$ cat config.mk
export PLATFORM = sky130hd
export DESIGN_NAME = clock_set_ctrl
export DESIGN_NICKNAME = d
export VERILOG_FILES = /design/src/rtl/clock_set_ctrl_pkg.sv /design/src/rtl/clock_set_ctrl_bcd_step.sv /design/src/rtl/clock_set_ctrl.sv
export SDC_FILE = /design/constraint.sdc
export NUM_CORES = 1
export LEC_CHECK = 0
export ABC_AREA = 1
export CAP_MARGIN = 20
export CELL_PAD_IN_SITES_DETAIL_PLACEMENT = 0
export CELL_PAD_IN_SITES_GLOBAL_PLACEMENT = 1
export CORE_AREA = 5 5 99 101
export CTS_CLUSTER_SIZE = 20
export DETAILED_ROUTE_END_ITERATION = 10
export DIE_AREA = 0 0 104 106
export HOLD_SLACK_MARGIN = 0.03
export PLACE_DENSITY = 0.85
export SLEW_MARGIN = 30
export SYNTH_ARGS = -nofsm -noshare
export SYNTH_HDL_FRONTEND = slang
export SYNTH_SLANG_ARGS = --single-unit
$ cat constraint.sdc
create_clock -name clk -period 3.1 [get_ports clk]
set_input_delay 0.465 -clock clk [delete_from_list [all_inputs] [get_ports clk]]
set_output_delay 0.465 -clock clk [all_outputs]
set_load 0.005 [all_outputs]
$ cat src/rtl/clock_set_ctrl_pkg.sv
// Shared definitions for the clock time-setting sequencer: FSM encodings,
// field highlight codes, BCD bounds and digit constants.
package clock_set_ctrl_pkg;

  typedef enum logic [1:0] {
    ST_RUN      = 2'd0,
    ST_SET_HOUR = 2'd1,
    ST_SET_MIN  = 2'd2,
    ST_SET_SEC  = 2'd3
  } state_e;

  localparam logic [1:0] FIELD_NONE = 2'b00;
  localparam logic [1:0] FIELD_HOUR = 2'b01;
  localparam logic [1:0] FIELD_MIN  = 2'b10;
  localparam logic [1:0] FIELD_SEC  = 2'b11;

  localparam logic [7:0] HOUR_MAX_DEF   = 8'h23;
  localparam logic [7:0] MINSEC_MAX_DEF = 8'h59;
  localparam logic [7:0] BCD_ZERO       = 8'h00;
  localparam logic [3:0] BCD_DIGIT_MAX  = 4'd9;
  localparam logic [3:0] BCD_DIGIT_MIN  = 4'd0;

endpackage

$ cat src/rtl/clock_set_ctrl_bcd_step.sv
// Combinational two-digit BCD +/-1 with wrap between 00 and max.
// up and dn together (or neither) leave the value unchanged.
module clock_set_ctrl_bcd_step
  import clock_set_ctrl_pkg::*;
(
  input  logic [7:0] val,
  input  logic [7:0] max,
  input  logic       up,
  input  logic       dn,
  output logic [7:0] nxt
);

  always_comb begin
    nxt = val;
    if (up && !dn) begin
      if (val == max)
        nxt = BCD_ZERO;
      else if (val[3:0] == BCD_DIGIT_MAX)
        nxt = {val[7:4] + 4'd1, BCD_DIGIT_MIN};
      else
        nxt = {val[7:4], val[3:0] + 4'd1};
    end else if (dn && !up) begin
      if (val == BCD_ZERO)
        nxt = max;
      else if (val[3:0] == BCD_DIGIT_MIN)
        nxt = {val[7:4] - 4'd1, BCD_DIGIT_MAX};
      else
        nxt = {val[7:4], val[3:0] - 4'd1};
    end
  end

endmodule

$ cat src/rtl/clock_set_ctrl.sv
// Time-setting sequencer: RUN -> SET_HOUR -> SET_MIN -> SET_SEC -> RUN, editing a BCD
// shadow and writing it back via load strobes. Define BLINK_EN to build the blink divider.
module clock_set_ctrl
  import clock_set_ctrl_pkg::*;
#(
  parameter logic [7:0]  HOUR_MAX    = HOUR_MAX_DEF,
  parameter logic [7:0]  MINSEC_MAX  = MINSEC_MAX_DEF,
  parameter logic [31:0] TIMEOUT_CYC = 32'd1000
`ifdef BLINK_EN
  ,
  parameter logic [15:0] BLINK_DIV   = 16'd50
`endif
) (
  input  logic       clk,
  input  logic       rst_n,
  input  logic       key_mode,
  input  logic       key_inc,
  input  logic       key_dec,
  input  logic [7:0] hour_in,
  input  logic [7:0] min_in,
  input  logic [7:0] sec_in,
  output logic       cnt_en,
  output logic       load_hour,
  output logic       load_min,
  output logic       load_sec,
  output logic [7:0] set_data,
  output logic [1:0] field_sel,
  output logic       blink,
  output state_e     dbg_state_o
);

  state_e      state_q, state_d;
  logic [7:0]  shadow_q, shadow_d;
  logic [31:0] idle_q, idle_d;
  logic        cnt_en_q, cnt_en_d;
  logic        load_hour_q, load_hour_d;
  logic        load_min_q, load_min_d;
  logic        load_sec_q, load_sec_d;
  logic [7:0]  set_data_q, set_data_d;
  logic [1:0]  field_sel_q, field_sel_d;
  logic [7:0]  step_max, step_nxt;
  logic        any_key, timeout;

  assign any_key  = key_mode | key_inc | key_dec;
  assign timeout  = !any_key && (idle_q == TIMEOUT_CYC - 32'd1);
  assign step_max = (state_q == ST_SET_HOUR) ? HOUR_MAX : MINSEC_MAX;

  clock_set_ctrl_bcd_step u_step (
    .val (shadow_q),
    .max (step_max),
    .up  (key_inc),
    .dn  (key_dec),
    .nxt (step_nxt)
  );

  always_comb begin
    state_d     = state_q;
    shadow_d    = shadow_q;
    idle_d      = idle_q;
    cnt_en_d    = cnt_en_q;
    load_hour_d = 1'b0;
    load_min_d  = 1'b0;
    load_sec_d  = 1'b0;
    set_data_d  = set_data_q;
    field_sel_d = field_sel_q;
    if (state_q == ST_RUN) begin
      if (key_mode) begin
        state_d     = ST_SET_HOUR;
        shadow_d    = hour_in;
        cnt_en_d    = 1'b0;
        field_sel_d = FIELD_HOUR;
        idle_d      = '0;
      end
    end else if (key_mode || timeout) begin
      // Commit the field being edited; key_mode drops any simultaneous inc/dec.
      set_data_d = shadow_q;
      idle_d     = '0;
      case (state_q)
        ST_SET_HOUR: load_hour_d = 1'b1;
        ST_SET_MIN:  load_min_d  = 1'b1;
        default:     load_sec_d  = 1'b1;
      endcase
      if (key_mode && state_q == ST_SET_HOUR) begin
        state_d     = ST_SET_MIN;
        shadow_d    = min_in;
        field_sel_d = FIELD_MIN;
      end else if (key_mode && state_q == ST_SET_MIN) begin
        state_d     = ST_SET_SEC;
        shadow_d    = sec_in;
        field_sel_d = FIELD_SEC;
      end else begin
        state_d     = ST_RUN;
        cnt_en_d    = 1'b1;
        field_sel_d = FIELD_NONE;
      end
    end else if (key_inc || key_dec) begin
      shadow_d = step_nxt;
      idle_d   = '0;
    end else begin
      idle_d = idle_q + 32'd1;
    end
  end

  always_ff @(posedge clk or negedge rst_n) begin
    if (!rst_n) begin
      state_q     <= ST_RUN;
      shadow_q    <= BCD_ZERO;
      idle_q      <= '0;
      cnt_en_q    <= 1'b1;
      load_hour_q <= 1'b0;
      load_min_q  <= 1'b0;
      load_sec_q  <= 1'b0;
      set_data_q  <= BCD_ZERO;
      field_sel_q <= FIELD_NONE;
    end else begin
      state_q     <= state_d;
      shadow_q    <= shadow_d;
      idle_q      <= idle_d;
      cnt_en_q    <= cnt_en_d;
      load_hour_q <= load_hour_d;
      load_min_q  <= load_min_d;
      load_sec_q  <= load_sec_d;
      set_data_q  <= set_data_d;
      field_sel_q <= field_sel_d;
    end
  end

`ifdef BLINK_EN
  logic [15:0] blink_cnt_q, blink_cnt_d;
  logic        blink_q, blink_d;

  // Restart the phase on any field change or key so the edited digit is shown at once.
  always_comb begin
    blink_cnt_d = blink_cnt_q;
    blink_d     = blink_q;
    if (state_d == ST_RUN || state_d != state_q || any_key) begin
      blink_d     = 1'b1;
      blink_cnt_d = '0;
    end else if (blink_cnt_q == BLINK_DIV - 16'd1) begin
      blink_d     = ~blink_q;
      blink_cnt_d = '0;
    end else begin
      blink_cnt_d = blink_cnt_q + 16'd1;
    end
  end

  always_ff @(posedge clk or negedge rst_n) begin
    if (!rst_n) begin
      blink_cnt_q <= '0;
      blink_q     <= 1'b1;
    end else begin
      blink_cnt_q <= blink_cnt_d;
      blink_q     <= blink_d;
    end
  end

  assign blink = blink_q;
`else
  assign blink = 1'b1;
`endif

  assign cnt_en      = cnt_en_q;
  assign load_hour   = load_hour_q;
  assign load_min    = load_min_q;
  assign load_sec    = load_sec_q;
  assign set_data    = set_data_q;
  assign field_sel   = field_sel_q;
  assign dbg_state_o = state_q;

endmodule

# Yosys cells after proc, flatten, opt, wreduce, memory -nomap -nowiden
# Index checks and enable logic that the tools add are counted.
[classes]
n_addsub = 5
eq_ne = 10
muxes = 36
bitwise = 3
n_reduce_logical = 23
[ops]
columns = ["cell", "count"]
rows = [
  ["$mux W32", 4],
  ["$mux W8", 12],
  ["$add A32 B1 Y32 const B", 1],
  ["$eq A32 B10 Y1 const B", 1],
  ["$mux W1", 14],
  ["$mux W2", 5],
  ["$add A4 B1 Y4 const B", 2],
  ["$eq A8 B7 Y1", 1],
  ["$logic_not A8 Y1", 1],
  ["$reduce_and A4 Y1", 2],
  ["$sub A4 B1 Y4 const B", 2],
  ["$mux W7", 1],
  ["$ne A2 B2 Y1 const B", 3],
  ["$reduce_and A6 Y1", 1],
  ["$logic_and A1 B1 Y1", 5],
  ["$ne A5 B5 Y1 const B", 1],
  ["$reduce_bool A5 Y1", 1],
  ["$eq A4 B4 Y1 const B", 1],
  ["$logic_not A4 Y1", 1],
  ["$ne A4 B2 Y1 const B", 1],
  ["$reduce_and A2 Y1", 2],
  ["$reduce_bool A4 Y1", 1],
  ["$logic_not A1 Y1", 3],
  ["$reduce_bool A3 Y1", 1],
  ["8 further kinds", 10],
]
[totals]
reg_bits = 54
input_bits = 29
output_inout_bits = 17
wordCells = 86

# Logic depth before layout (Yosys ltp)
[logic_depth]
depth_word = 8
mapped_depth = 14
depth_no_buf = 13

# Modules after synthesis
# Synthesis repeated with hierarchy kept, for this count alone.
[hier_totals]
hier_cells = 550
area_unflattened_um2 = 3965.1
[modules_own_cells]
columns = ["module", "n_inst", "cells_per_inst", "area_per_inst_um2", "seq_area_each_um2"]
rows = [
  ["clock_set_ctrl", 1, 412, 3219.3, 1352.5],
  ["clock_set_ctrl_bcd_step", 1, 138, 745.7, 0.0],
]

# Worst setup path before layout
# OpenSTA, ideal clock, no wires.
[synth_timing]
kind = "register -> register"
start = "register field_sel[0] (netlist name)"
end = "register idle_q[16]"
setup_ns = 0.121
arrival_time_ns = 1.740
required_time_ns = 2.979
path_slack_ns = 1.238
path_stages_with_launch = 13
path_buffers = 0
synth_period_minus_slack_ns = 1.862
cell_sequence = "dfrtp_1 -> inv_1 -> ha_1 -> inv_2 -> nor2_4 -> nor2_2 -> nand2_1 -> nor2_2 -> nand3_1 -> nor2_1 -> nand2_1 -> xor2_1 -> nor2_1"
[synth_rtl]
columns = ["item", "line_no", "rtl"]
rows = [
  ["to (signal assigned)", "clock_set_ctrl.sv:118", "idle_q <= idle_d;"],
  ["to (decl)", "clock_set_ctrl.sv:34", "logic [31:0] idle_q, idle_d;"],
]

==> impl_metrics.py <==
metrics = {
    "drt": {
        "via_per_inst": 5.07,
        "routed_wl_um": 9530,
        "dr_wl_met2_um": 4890,
        "vias": 3367,
        "dr_wl_met3_um": 308,
        "remaining_drc_errors": 0,
        "final_antenna_net_count": 0,
        "dr.pass1.iters": 4,
        "drt_iter0_drc": 116,
        "highest_layer": "met4",
        "wl_met1_um": 4190,
        "avgRoutedWirePerCell_um": 14.3,
    },
    "timing": {
        "tns_ns": 0,
        "period_needed_ns": 2.40,
        "setup_viol": 0,
        "rsz0062_at_grt": "no",
        "final.period_utilization": 0.775,
        "slew_headroom": 0.639,
        "worst_slew_pin_slew_ns": 0.542,
        "max_freq_mhz": 416,
        "hold_viol_final": 0,
        "maxSlewViolCount": 0,
        "finalClockSkew_ns": 0.00559,
        "holdWs_ns": 0.113,
        "setup_ws_ns": 0.696,
    },
    "critical_path": {
        "cp_data_arrival_time_ns": 2.61,
        "cp-startpoint": "field_sel[1]",
        "cpPeakStageDelay_ns": 0.43,
        "crit_chain": "inv_1 > ha_1 > inv_1 > nand2_1 > nand2_1 > nor2_1 > nand3_1 > nand2_1 > nand2_1 > nand3_4 > nand2_2 > nand2_1 > nand2_1",
        "path_common_cell": "nand2_1",
        "cpMaxStageDelayCell": "dfrtp_1",
        "cp.depth": 13,
        "path_buf_inv": 2,
        "rr_worst_depth": 13,
        "critPathKind": "reg -> reg",
        "cp_max_fo": 9,
        "cp-end-kind": "flop",
        "critPathCapture": "shadow_q[4]",
        "r2r-start": "field_sel[1]",
        "r2r-end": "shadow_q[4]",
        "cp_top_family": "simple AND/OR/NAND/NOR gates",
        "reg2reg_setup_slack_ns": 0.70,
        "cp_data_required_time_ns": 3.31,
        "startpoint_type": "flop",
    },
    "logic_synthesis": {
        "async_flop_share": 1.00,
        "ys_top_cells_by_area": "dfrtp_1 36%, nand2_1 13%, nor2_1 7.4%",
        "netlist_area_um2": 3730,
        "synth_enable_flop_cells": 0,
        "ys.flop_type": "dfrtp_1",
        "syn_avg_cell_area_um2": 7.27,
        "postSynthCellCount": 513,
        "ys_types": 39,
        "yosysSeqAreaShare": 0.363,
        "yosysWarnings": 0,
        "synth_top_area_cell": "dfrtp_1",
        "syn_nets": 553,
        "ys_ff_latch": 54,
        "netlist.area_leader.share": 0.356,
    },
    "clocking": {
        "postCtsSetupRepairBufs": 0,
        "insertion_delay_ns": 0.31,
        "numCtsBuffers": 5,
        "path_clk_slew_ns": 0.11,
        "cts_hold_buf": 0,
        "cts-root-buf": "clkbuf_8",
        "post_cts_resized": 0,
        "htree_levels": 2,
        "cts_tree": "built",
        "clockBufferDepth": 2,
        "cts_sinks": 54,
    },
    "power_and_ir_drop": {
        "pwr-share-clk": 0.184,
        "swShare": 0.424,
        "p_seq_frac": 0.334,
        "switching_power_mw": 1.20,
        "p_leak_nw": 1.96,
        "p_per_area_nw_per_um2": 649,
        "intPower_mw": 1.63,
        "power_mw": 2.82,
        "peakVddDrop_mv": 0.266,
        "p_comb_frac": 0.481,
    },
    "grt": {
        "gr-usage-all-layers": 0.175,
        "grt_overflow": 0,
        "grt_pass1_wl_um": 16200,
        "antenna_found_initial": 0,
        "grt_pass1_vias": 3406,
        "grt_max_degree": 41,
    },
    "run_status": {
        "status": "completed",
    },
    "job": {
        "cap_violations": 0,
    },
    "min_path": {
        "hold_path.class": "in -> async",
    },
    "placement": {
        "gp_congestion": 0.886,
        "io_buffers": 44,
        "pre_cts_slack_ns": 0.552,
        "dp.final_hpwl_um": 7290,
    },
    "floorplanning": {
        "ios": 46,
        "rows": 35,
        "die_w_um": 104,
        "die_area_um2": 11000,
        "initial_core_util": 0.418,
        "die_y_um": 106,
        "core_area_um2": 8930,
    },
    "finish": {
        "layout-drive-gt1-share": 0.0995,
        "fillers": 920,
        "syn_to_final_growth_pct": 16.6,
        "antenna_cells": 0,
        "final_common_cell": "nand2_1",
        "layout_common_cells": "128 x nand2_1, 74 x nor2_1, 53 x dfrtp_1",
        "nets": 592,
    },
}
==> routing by layer <==
layer  vias to the layer above  GRT usage
met4                         0     0.0416
met1                      1572      0.209
li1                       1720          -
met2                        61      0.327
met5                         -          0
met3                        14     0.0267
==> cells by family after synthesis <==
logic type | after synthesis | share of synthesized area
multiplexers | 8 | 0.0242
AO/OA/AOI/OAI | 40 | 0.0597
adder cells (fa/ha/maj) | 11 | 0.0369
AND/OR/NAND/NOR | 312 | 0.395
buffers and inverters | 70 | 0.0812
flip-flops | 54 | 0.363
other | 1 | 0.00101
XOR/XNOR | 17 | 0.0399
==> through the flow <==
step / cells / cell area (um2) / utilization
floorplan: 513 / 3730 / -
global placement: 656 / 4230 / 0.473
detailed placement: 656 / 4230 / 0.473
CTS: 664 / 4350 / 0.487
global route: 664 / 4350 / 0.487
finish: 664 / 4350 / 0.487
==> cells in the mapped netlist, types with 4 or more instances <==
cell type    n
o21ai_0     21
nand2_1    128
xnor2_1      6
o21ai_1      5
nor3_1      15
nor2_2       4
nor2_4       6
inv_1       52
nand2_2      5
a21oi_1      7
nand3_2      5
nor2_1      74
dfrtp_1     53
nand4_1     14
nor3b_1      5
ha_1        11
inv_2        4
nand3_1     45
xor2_1      11
mux2_2       8
buf_2        5
==> sequential cells by signal (all words and copies together), names as in the netlist <==
name	count
field_sel	2
cnt_en	1
load_sec	1
idle_q	32
set_data	8
load_hour	1
shadow_q	8
load_min	1
==> worst reg2reg max path, stage by stage (launching register included) <==
cell     delay (ns)
dfrtp_1        0.43
inv_1          0.09
ha_1           0.42
inv_1          0.24
nand2_1        0.10
nand2_1        0.05
nor2_1         0.10
nand3_1        0.24
nand2_1        0.12
nand2_1        0.10
nand3_4        0.16
nand2_2        0.10
nand2_1        0.09
nand2_1        0.05
==> layout make-up <==
type / instances / area [um2] / area share
clock buffer: 6 / 82.6 / 0.0190
clock inverter: 2 / 38.8 / 0.00892
inverter: 56 / 210 / 0.0483
multi-input combinational: 389 / 2070 / 0.477
sequential: 54 / 1350 / 0.311
tap: 111 / 139 / 0.0319
timing repair buffer: 46 / 453 / 0.104
==> power by group through the flow <==
stage / Sequential [mW] / Clock (mW) / Combinational [mW]
after floorplan: 0.934 / 0 / 0.952
after CTS: 0.944 / 0.540 / 1.37
final: 0.944 / 0.521 / 1.36
after global routing: 0.966 / 0.560 / 1.54
after detailed placement: 0.958 / 0 / 1.37
after global placement: 0.955 / 0 / 1.36
==> worst min path at each step <==
stage | to | slack [ns] | cells past startpoint
4_1_cts | set_data[0] | 0.32 | 1
5_1_grt | set_data[3] | 0.16 | 1
3_5_place_dp | cnt_en | 0.47 | 2
6_report | set_data[0] | 0.11 | 1
3_3_place_gp | set_data[2] | 0.47 | 2
2_1_floorplan | field_sel[0] | 0.17 | 0
Power figures use the tool's default switching activity.
